$ cat src/rtl/io_input_capture.sv
// CPU memory-mapped input front end: synchronises and debounces the enter buttons,
// captures the switch bank into A/B registers and serves them with read-to-clear flags.
`ifndef IO_A_ADDR
`define IO_A_ADDR      32'hFFFF_FC70
`endif
`ifndef IO_B_ADDR
`define IO_B_ADDR      32'hFFFF_FC74
`endif
`ifndef IO_TEST_ADDR
`define IO_TEST_ADDR   32'hFFFF_FC78
`endif
`ifndef IO_STATUS_ADDR
`define IO_STATUS_ADDR 32'hFFFF_FC7C
`endif

module io_input_capture_db #(
    parameter int DEBOUNCE_CYCLES = 1000000,
    parameter int CNT_W           = 20
) (
    input  logic clock,
    input  logic rst_n,
    input  logic btn,
    output logic pressed
);
    typedef enum logic [2:0] {IDLE, WAIT_PRESS, PRESSED, HELD, WAIT_RELEASE} state_t;

    // The entry cycle counts as the first stable sample, so the count ends one short.
    localparam logic [CNT_W-1:0] CNT_LAST = CNT_W'(DEBOUNCE_CYCLES - 2);

    state_t           state, state_nx;
    logic [CNT_W-1:0] cnt, cnt_nx;

    always_ff @(posedge clock or negedge rst_n) begin
        if (!rst_n) begin
            state <= IDLE;
            cnt   <= '0;
        end else begin
            state <= state_nx;
            cnt   <= cnt_nx;
        end
    end

    always_comb begin
        state_nx = state;
        cnt_nx   = cnt;
        pressed  = 1'b0;
        case (state)
            IDLE: if (btn) begin
                state_nx = WAIT_PRESS;
                cnt_nx   = '0;
            end
            WAIT_PRESS: begin
                if (!btn)                 state_nx = IDLE;
                else if (cnt == CNT_LAST) state_nx = PRESSED;
                else                      cnt_nx   = cnt + CNT_W'(1);
            end
            PRESSED: begin
                pressed  = 1'b1;
                state_nx = HELD;
            end
            HELD: if (!btn) begin
                state_nx = WAIT_RELEASE;
                cnt_nx   = '0;
            end
            WAIT_RELEASE: begin
                if (btn)                  state_nx = HELD;
                else if (cnt == CNT_LAST) state_nx = IDLE;
                else                      cnt_nx   = cnt + CNT_W'(1);
            end
            default: state_nx = IDLE;
        endcase
    end
endmodule

module io_input_capture #(
    parameter int DEBOUNCE_CYCLES = 1000000,
    parameter int CNT_W           = 20
) (
    input  logic        clock,
    input  logic        rst_n,
    input  logic [7:0]  sw_in,
    input  logic        btn_a,
    input  logic        btn_b,
    input  logic [2:0]  test_sw,
    input  logic        rd_en,
    input  logic [31:0] rd_addr,
    output logic [31:0] rd_data,
    output logic        rd_hit,
    output logic [7:0]  a_val,
    output logic [7:0]  b_val
);
    localparam int NUM_LANES = 2;

    logic [NUM_LANES-1:0]        btn_s1, btn_s2, pressed, valid, ovf, rd_clr;
    logic [7:0]                  sw_s1, sw_s2;
    logic [2:0]                  test_s1, test_s2;
    logic [NUM_LANES-1:0][7:0]   val;
    logic                        hit_a, hit_b, hit_t, hit_s;

    always_ff @(posedge clock or negedge rst_n) begin
        if (!rst_n) begin
            btn_s1  <= '0;
            btn_s2  <= '0;
            sw_s1   <= '0;
            sw_s2   <= '0;
            test_s1 <= '0;
            test_s2 <= '0;
        end else begin
            btn_s1  <= {btn_b, btn_a};
            btn_s2  <= btn_s1;
            sw_s1   <= sw_in;
            sw_s2   <= sw_s1;
            test_s1 <= test_sw;
            test_s2 <= test_s1;
        end
    end

    genvar g;
    generate
        for (g = 0; g < NUM_LANES; g++) begin : g_lane
            io_input_capture_db #(
                .DEBOUNCE_CYCLES (DEBOUNCE_CYCLES),
                .CNT_W           (CNT_W)
            ) u_db (
                .clock   (clock),
                .rst_n   (rst_n),
                .btn     (btn_s2[g]),
                .pressed (pressed[g])
            );
        end
    endgenerate

    assign hit_a  = rd_en && (rd_addr == `IO_A_ADDR);
    assign hit_b  = rd_en && (rd_addr == `IO_B_ADDR);
    assign hit_t  = rd_en && (rd_addr == `IO_TEST_ADDR);
    assign hit_s  = rd_en && (rd_addr == `IO_STATUS_ADDR);
    assign rd_clr = {hit_b, hit_a};

    // A capture beats a same-cycle read-clear, and a read that consumes the old
    // value means the new capture is not an overflow.
    always_ff @(posedge clock or negedge rst_n) begin
        if (!rst_n) begin
            val   <= '0;
            valid <= '0;
            ovf   <= '0;
        end else begin
            valid <= pressed | (valid & ~rd_clr);
            ovf   <= (pressed & valid & ~rd_clr) | (ovf & ~{NUM_LANES{hit_s}});
            for (int i = 0; i < NUM_LANES; i++)
                if (pressed[i]) val[i] <= sw_s2;
        end
    end

    always_comb begin
        rd_data = '0;
        if (hit_a)      rd_data = {24'b0, val[0]};
        else if (hit_b) rd_data = {24'b0, val[1]};
        else if (hit_t) rd_data = {29'b0, test_s2};
        else if (hit_s) rd_data = {28'b0, ovf, valid};
    end

    assign rd_hit = hit_a | hit_b | hit_t | hit_s;
    assign a_val  = val[0];
    assign b_val  = val[1];
endmodule
$ cat config.mk
export PLATFORM = sky130hd
export DESIGN_NAME = io_input_capture
export DESIGN_NICKNAME = d
export VERILOG_FILES = /design/src/rtl/io_input_capture.sv
export SDC_FILE = /design/constraint.sdc
export NUM_CORES = 1
export LEC_CHECK = 0
export CAP_MARGIN = 10
export CORE_MARGIN = 5
export CORE_UTILIZATION = 43
export DETAILED_ROUTE_END_ITERATION = 6
export HOLD_SLACK_MARGIN = 0.06
export MAX_ROUTING_LAYER = met4
export PLACE_DENSITY = 0.75
export SYNTH_ARGS = -nofsm -noshare
export SYNTH_HDL_FRONTEND = slang
export SYNTH_SLANG_ARGS = --single-unit
export TNS_END_PERCENT = 10
$ cat constraint.sdc
create_clock -name clock -period 2.8 [get_ports clock]
set_input_delay 0.7 -clock clock [delete_from_list [all_inputs] [get_ports clock]]
set_output_delay 0.7 -clock clock [all_outputs]
set_load 0.02 [all_outputs]
==> results of run 1 <==
==> worst paths after layout <==
kind	startpoint	endpoint	slack [ps]
max	rd_addr[28]	rd_hit	80
min	rst_n	b_val[3]	250
max in group asynchronous	rst_n	g_lane[0].u_db.cnt[9]	1900
min reg2reg	btn_s1[0]	btn_s2[0]	350
min in group clock	btn_s1[0]	btn_s2[0]	350
max reg2reg	g_lane[0].u_db.cnt[0]	g_lane[0].u_db.cnt[5]	740
==> sequential cells by signal, indices dropped and copies added, names as in the netlist <==
name / count
ovf: 2
g_lane.u_db.cnt: 40
a_val: 8
test_s2: 3
btn_s2: 2
sw_s2: 8
sw_s1: 8
b_val: 8
test_s1: 3
btn_s1: 2
g_lane.u_db.state: 6
valid: 2
==> power groups by stage <==
stage          clock, mW  sequential, mW  combinational, mW
2_1_floorplan          0            1.42              0.146
3_3_place_gp           0            1.43              0.232
3_5_place_dp           0            1.43              0.236
4_1_cts            0.878            1.41              0.226
5_1_grt            0.936            1.41              0.251
6_report           0.856            1.41              0.225
==> repair_timing <==
item,CTS,global route
setup endpoints to repair,9,7
pin swaps,13,2
cloned,0,0
resized for setup,89,10
==> per-layer routing <==
layer	global-route usage, %	vias up	share of wire [%]
li1	-	1650	-
met1	21.1	1692	45
met2	25.1	87	47
met3	3.33	7	6.3
met4	3.80	0	0.83
met5	-	-	0
==> worst max-delay path: cells and delay by family <==
| family | cells | cell delay [ps] |
|---|---|---|
| buffers and inverters | 4 | 780 |
| AND/OR/NAND/NOR | 3 | 520 |
==> final cells by class <==
| class | count | area [sq um] |
|---|---|---|
| Clock buffer | 10 | 138 |
| Clock inverter | 6 | 58.8 |
| Sequential cell | 92 | 2300 |
| Fill cell | 950 | 5020 |
| Timing Repair Buffer | 84 | 790 |
| Multi-Input combinational cell | 307 | 2220 |
| Inverter | 11 | 41.3 |
| Tap cell | 140 | 175 |
==> per-stage QoR <==
| stage | TNS, ps | cell area (sq um) | hold WS [ps] | worst slack [ps] | power, mW |
|---|---|---|---|---|---|
| final | 0 | 5730 | 246 | 82.8 | 2.49 |
| after global routing | 0 | 5730 | 262 | 2.19 | 2.60 |
| after floorplan | 0 | 4740 | 331 | 151 | 1.56 |
| after detailed placement | -5860 | 5490 | 336 | -732 | 1.67 |
| after global placement | -5500 | 5490 | 332 | -692 | 1.66 |
| after CTS | 0 | 5690 | 248 | 3.42 | 2.51 |
==> kinds of logic after synthesis <==
family / Yosys count
muxes: 26
other: 1
and+or+nand+nor: 175
adders and majority gates: 4
AOI/OAI and AO/OA: 53
DFF: 92
buffers and inverters: 52
xor gates and xnor gates: 25
==> layout by cell type (no fill, tap or decap), types with 3 or more instances in the layout <==
master	synthesis	routed
o211ai_1	3	3
o21ai_1	5	5
nor2b_4	0	3
xnor2_1	22	22
ha_1	4	4
nor2b_1	7	4
nand3_1	13	13
clkdlybuf4s50_1	0	30
buf_6	1	7
o41ai_1	4	4
clkbuf_8	0	10
xor2_1	3	3
mux2i_1	5	5
nand2_1	25	25
buf_4	25	12
mux2_2	17	17
nor2_4	0	3
and2_1	3	3
or3_1	5	5
conb_1	1	24
nor3_1	15	15
nor4b_4	2	3
o31ai_1	4	4
nor2_1	45	41
nand2b_1	3	3
a21oi_1	13	13
mux4_2	3	3
and4_1	4	4
inv_1	11	11
clkinv_4	0	3
nor4_2	4	5
nor4_1	8	7
nor3b_2	2	3
or4_1	8	8
dlygate4sd2_1	0	31
nand4_1	10	10
dfrtp_1	92	92
o21ai_0	5	5
a31oi_1	3	3
==> impl_results.md, run 1 <==
- R2R cell count: 7
- Tot GR Track Use: 15.9%
- Fin. Hold Viols: 0
- First-pass GRT wire length: 16500 um
- PD cells: 435 nW/um^2
- Ys async rst share: 100%
- I/O pins: 97
- Max clock buf depth: 2
- Hpwl dp: 7000 um
- Row count: 38
- Tcrit/Tclk final: 97.0%
- Final Slew Violations: 0
- Post-Synth Adder-Cell Area: 1.07%
- Top cell type's share of synthesized area: 49.4%
- Routed WL: 9840 um
- Synth area leader: dfrtp_1
- Post-Syn Area: 4660 sq um
- Fin nets: 557
- Sw frac: 26.6%
- # DRC: 0
- Critical setup path kind: in -> out
- Internal: 1.83 mW
- Post-placement cell count: 636
- Clock skew: 17.8 ps
- Vias: 3436
- Crit path cell chain: dlygate4sd2_1 -> nand3_1 -> nor4_2 -> nand4_1 -> buf_4 -> inv_1 -> clkdlybuf4s15_2
- GRT overflow: 0
- Clk network pwr share: 34.4%
- Initial antenna violation count: 0
- Final min period: 2720 ps
- Sw Pwr: 663 uW
- Area Growth Syn to Fin: 23.0%
- Comb power frac: 9.0%
- Hold-fix buffer count after cts: 0
- TritonCTS Buffers: 9
- IO Port Bufs: 72
- Die Ht: 114 um
- Total die area: 13000 sq um
- H-tree depth: 3
- Worst Path Max Fanout: 8
- Post-synthesis xor/xnor area fraction: 4.70%
- CP max stage cell: nor4_2
- Iteration-0 DRC count of the detailed router: 163
- Max_slew headroom: 50.4%
- Largest net degree at the start of global routing: 66
- Synth warn: 0
- DR WL/cell: 15.1 um
- RSZ-0062 raised after global routing: no
- Most common cell in the netlist: dfrtp_1
- Synthesized area per cell: 10.9 sq um
- Drt pass-1 iters: 4
- CP arrival: 2020 ps
- CTS Root Cell: clkbuf_8
- Synth Flop Type: dfrtp_1
- Mux cell area share after synthesis: 6.88%
- Initial Util: 43.3%
- Sink Count: 92
- Maximum clock rate: 0.368 GHz
- Top cells by count, synth: dfrtp_1, nor2_1, buf_4, nand2_1, xnor2_1
- VDD IR max: 0.360 mV
- Clk pin slew, worst setup/hold paths: 110 ps
- Number of flops mapped to enable cells by yosys: 0
- Compound-gate portion of the synthesized area: 8.38%
- Core Area: 10700 sq um
- Vias in the first global route: 3401
- Antenna cells: 0
- Status: finished clean
- Sequential power share: 56.6%
- Worst-Margin Slew: 740 ps
- Post-CTS setup buffer count: 0
- Seq/Total Area, Yosys: 49.4%
- Antenna Nets Post-Route: 0
- Lkg Pwr: 2.44 nW
- Post-synthesis simple-gate area fraction: 22.8%
- Fin cells: 650
- Routed vias/inst: 5.29
- Hold Path Class: in -> async
- CP startpoint kind: input pin
- Util after Layout: 53.3%
- Worst-Skew Late Latency: 360 ps
- Routability cong.: 0.823
- Max Cap Viol: 0
- CTS tree: built
- Synth Register Bits: 92
- Largest stage delay on the critical path: 270 ps
- Ratio of cells with drive above 1 in the final layout: 17.6%
- Synthesized instance count: 428
- Unique masters post-synth: 67
- CP Capture Type: output pin
- Largest family of logic cells by synthesized area: simple AND/OR/NAND/NOR gates
- Die Wd: 114 um
- Final setup fails: 0
- Worst path required time: 2100 ps
- Top cells by area, synth: dfrtp_1, xnor2_1, mux2_2, buf_4, nor2_1
Power figures use the tool's default switching activity.
==> run 2, diff against run 1 <==
--- a/config.mk
+++ b/config.mk
@@ -11,3 +11,3 @@
 export DETAILED_ROUTE_END_ITERATION = 6
-export HOLD_SLACK_MARGIN = 0.06
+export HOLD_SLACK_MARGIN = 0.08
 export MAX_ROUTING_LAYER = met4
==> constraint.sdc (replaced) <==
create_clock -name clock -period 2.8 [get_ports clock]
set_input_delay 0.56 -clock clock [delete_from_list [all_inputs] [get_ports clock]]
set_output_delay 0.56 -clock clock [all_outputs]
set_load 0.02 [all_outputs]
==> impl_results.md, run 2 (same netlist as run 1, synthesis figures left out) <==
- Status: finished clean (unchanged)
- Core Area: 10700 sq um (unchanged)
- Worst-Skew Late Latency: 340 ps (was 360 ps)
- Largest register FFs: 40 (unchanged)
- Worst reg2reg setup slack: 770 ps (was 740 ps)
- Routability cong.: 0.821 (was 0.823)
- Clk pin slew, worst setup/hold paths: 90 ps (was 110 ps)
- Lkg Pwr: 2.38 nW (was 2.44 nW)
- Iteration-0 DRC count of the detailed router: 124 (was 163)
- Initial Util: 43.3% (unchanged)
- Routed vias/inst: 5.19 (was 5.29)
- Final setup fails: 0 (unchanged)
- Post-Place Cell Area: 5480 sq um (was 5490 sq um)
- Ratio of cells with drive above 1 in the final layout: 16.0% (was 17.6%)
- Maximum clock rate: 0.372 GHz (was 0.368 GHz)
- Vias: 3379 (was 3436)
- Max clock buf depth: 2 (unchanged)
- Initial antenna violation count: 0 (unchanged)
- VDD IR max: 0.289 mV (was 0.360 mV)
- Clock skew: 13.8 ps (was 17.8 ps)
- Fin nets: 558 (was 557)
- Post-placement cell count: 635 (was 636)
- Crit path max-delay family: buffers and inverters (unchanged)
- R2r startpoint: g_lane[0].u_db.cnt[0] (unchanged)
- Worst Path Max Fanout: 5 (was 8)
- TritonCTS Buffers: 9 (unchanged)
- Register area: 2300 sq um (unchanged)
- CP Capture Type: output pin (unchanged)
- I/O pins: 97 (unchanged)
- Cell count along the critical path: 7 (unchanged)
- GRT overflow: 0 (unchanged)
- CP startpoint kind: input pin (unchanged)
- Largest net degree at the start of global routing: 93 (was 66)
- Die Wd: 114 um (unchanged)
- Post-CTS setup buffer count: 0 (unchanged)
- Largest register by flop count: g_lane.u_db.cnt (unchanged)
- CTS Root Cell: clkbuf_8 (unchanged)
- Total die area: 13000 sq um (unchanged)
- Most frequent cells in the layout: dfrtp_1, clkdlybuf4s50_1, nor2_1 (was dfrtp_1, nor2_1, dlygate4sd2_1)
- CP max stage cell: clkdlybuf4s50_1 (was nor4_2)
- R2R cell count: 7 (unchanged)
- Largest stage delay on the critical path: 480 ps (was 270 ps)
- PD cells: 443 nW/um^2 (was 435 nW/um^2)
- Setup slack after layout: 109 ps (was 82.8 ps)
- Tcrit/Tclk final: 96.1% (was 97.0%)
- Hpwl dp: 7010 um (was 7000 um)
- WP buf/inv: 3 (was 4)
- Hold Path Class: in -> async (unchanged)
- RSZ-0062 raised after global routing: no (unchanged)
- Setup tns final: 0 ps (unchanged)
- Antenna cells: 0 (unchanged)
- Crit path cell chain: clkdlybuf4s50_1 -> nor4bb_4 -> buf_4 -> nand4_1 -> or2_4 -> nor2_1 -> buf_2 (was dlygate4sd2_1 -> nand3_1 -> nor4_2 -> nand4_1 -> buf_4 -> inv_1 -> clkdlybuf4s15_2)
- Max Cap Viol: 0 (unchanged)
- DR WL/cell: 14.8 um (was 15.1 um)
- Critical setup path kind: in -> out (unchanged)
- H-tree depth: 3 (unchanged)
- Worst path required time: 2240 ps (was 2100 ps)
- Antenna Nets Post-Route: 0 (unchanged)
- Routed WL: 9610 um (was 9840 um)
- Commonest non-fill, non-tap cell in the layout: dfrtp_1 (unchanged)
- # DRC: 0 (unchanged)
- Design Area, Final: 5650 sq um (was 5730 sq um)
- Post-Place Worst Slack: -478 ps (was -732 ps)
- Sink Count: 92 (unchanged)
- Area Growth Syn to Fin: 21.4% (was 23.0%)
- Fin cells: 651 (was 650)
- Final min period: 2690 ps (was 2720 ps)
- Filler instances: 941 (was 950)
- Row count: 38 (unchanged)
- Die Ht: 114 um (unchanged)
- Drt pass-1 iters: 4 (unchanged)
- Hold Slack: 237 ps (was 246 ps)
- Vias in the first global route: 3316 (was 3401)
- Multi-input gate area: 2150 sq um (was 2220 sq um)
- Fin. Hold Viols: 0 (unchanged)
- Final Slew Violations: 0 (unchanged)
- Worst-Margin Slew: 745 ps (was 740 ps)
- First-pass GRT wire length: 15900 um (was 16500 um)
- Tot GR Track Use: 15.3% (was 15.9%)
- CTS tree: built (unchanged)
- CP arrival: 2130 ps (was 2020 ps)
- R2r endpoint: g_lane[0].u_db.cnt[5] (unchanged)
- IO Port Bufs: 72 (unchanged)
- Max_slew headroom: 50.1% (was 50.4%)
[run 2: cell types whose count changed in the layout (fill, tap and decap cells not counted), sizes merged, moves of 2 or more]
cell           delta
clkinv            -3
dlygate4sd2      -31
buf               -2
clkdlybuf4s50    +32
clkbuf            +5
[run 2: area by class of cell]
cell class | instances | area share [%]
clock inverter | 5 | 0.775
sequential | 92 | 40.7
multi-input combinational | 307 | 38.1
clock buffer | 11 | 2.68
inverter | 11 | 0.731
timing repair buffer | 85 | 13.9
tap | 140 | 3.10
[run 2: through the flow]
step                      util [%]  power, mW
after floorplan                  -       1.56
after global placement        51.0       1.66
after detailed placement      51.0       1.67
after CTS                     52.9       2.53
after global routing          52.6       2.62
final                         52.6       2.50
[run 2: timing repair]
item,CTS,global route
gates resized for setup,28,7
setup endpoints to repair,9,6
hold buffers,0,0
[run 2: per-layer routing]
layer | share of wire, % | up-vias | wire length (um) | global-route usage (%)
met3 | 7.5 | 4 | 722 | 3.28
met1 | 45 | 1632 | 4290 | 20.2
met4 | 0.53 | 0 | 51 | 3.40
met2 | 47 | 100 | 4540 | 24.4
met5 | 0 | - | 0 | -
li1 | - | 1643 | - | -
[run 2: how the worst max path moves through the flow]
stage                           start    endpoint
after CTS                  rd_addr[6]  rd_data[6]
final                      rd_addr[6]  rd_data[6]
after floorplan           rd_addr[23]  rd_data[4]
after global placement     rd_addr[6]  rd_data[4]
after global routing       rd_addr[6]  rd_data[5]
after detailed placement   rd_addr[6]  rd_data[6]
[run 2: power breakdown]
part	internal (mW)	leakage, nW	total [mW]	switching [mW]
Sequential	1.36	1.20	1.41	0.0433
Combinational	0.112	1.08	0.235	0.123
Clock	0.383	0.0941	0.861	0.478
==> run 3, diff against run 2 <==
Settings changed: SLEW_MARGIN set to 15.
==> results of run 3 <==
The final DEF is identical to that of run 2; final timing and power are the same.
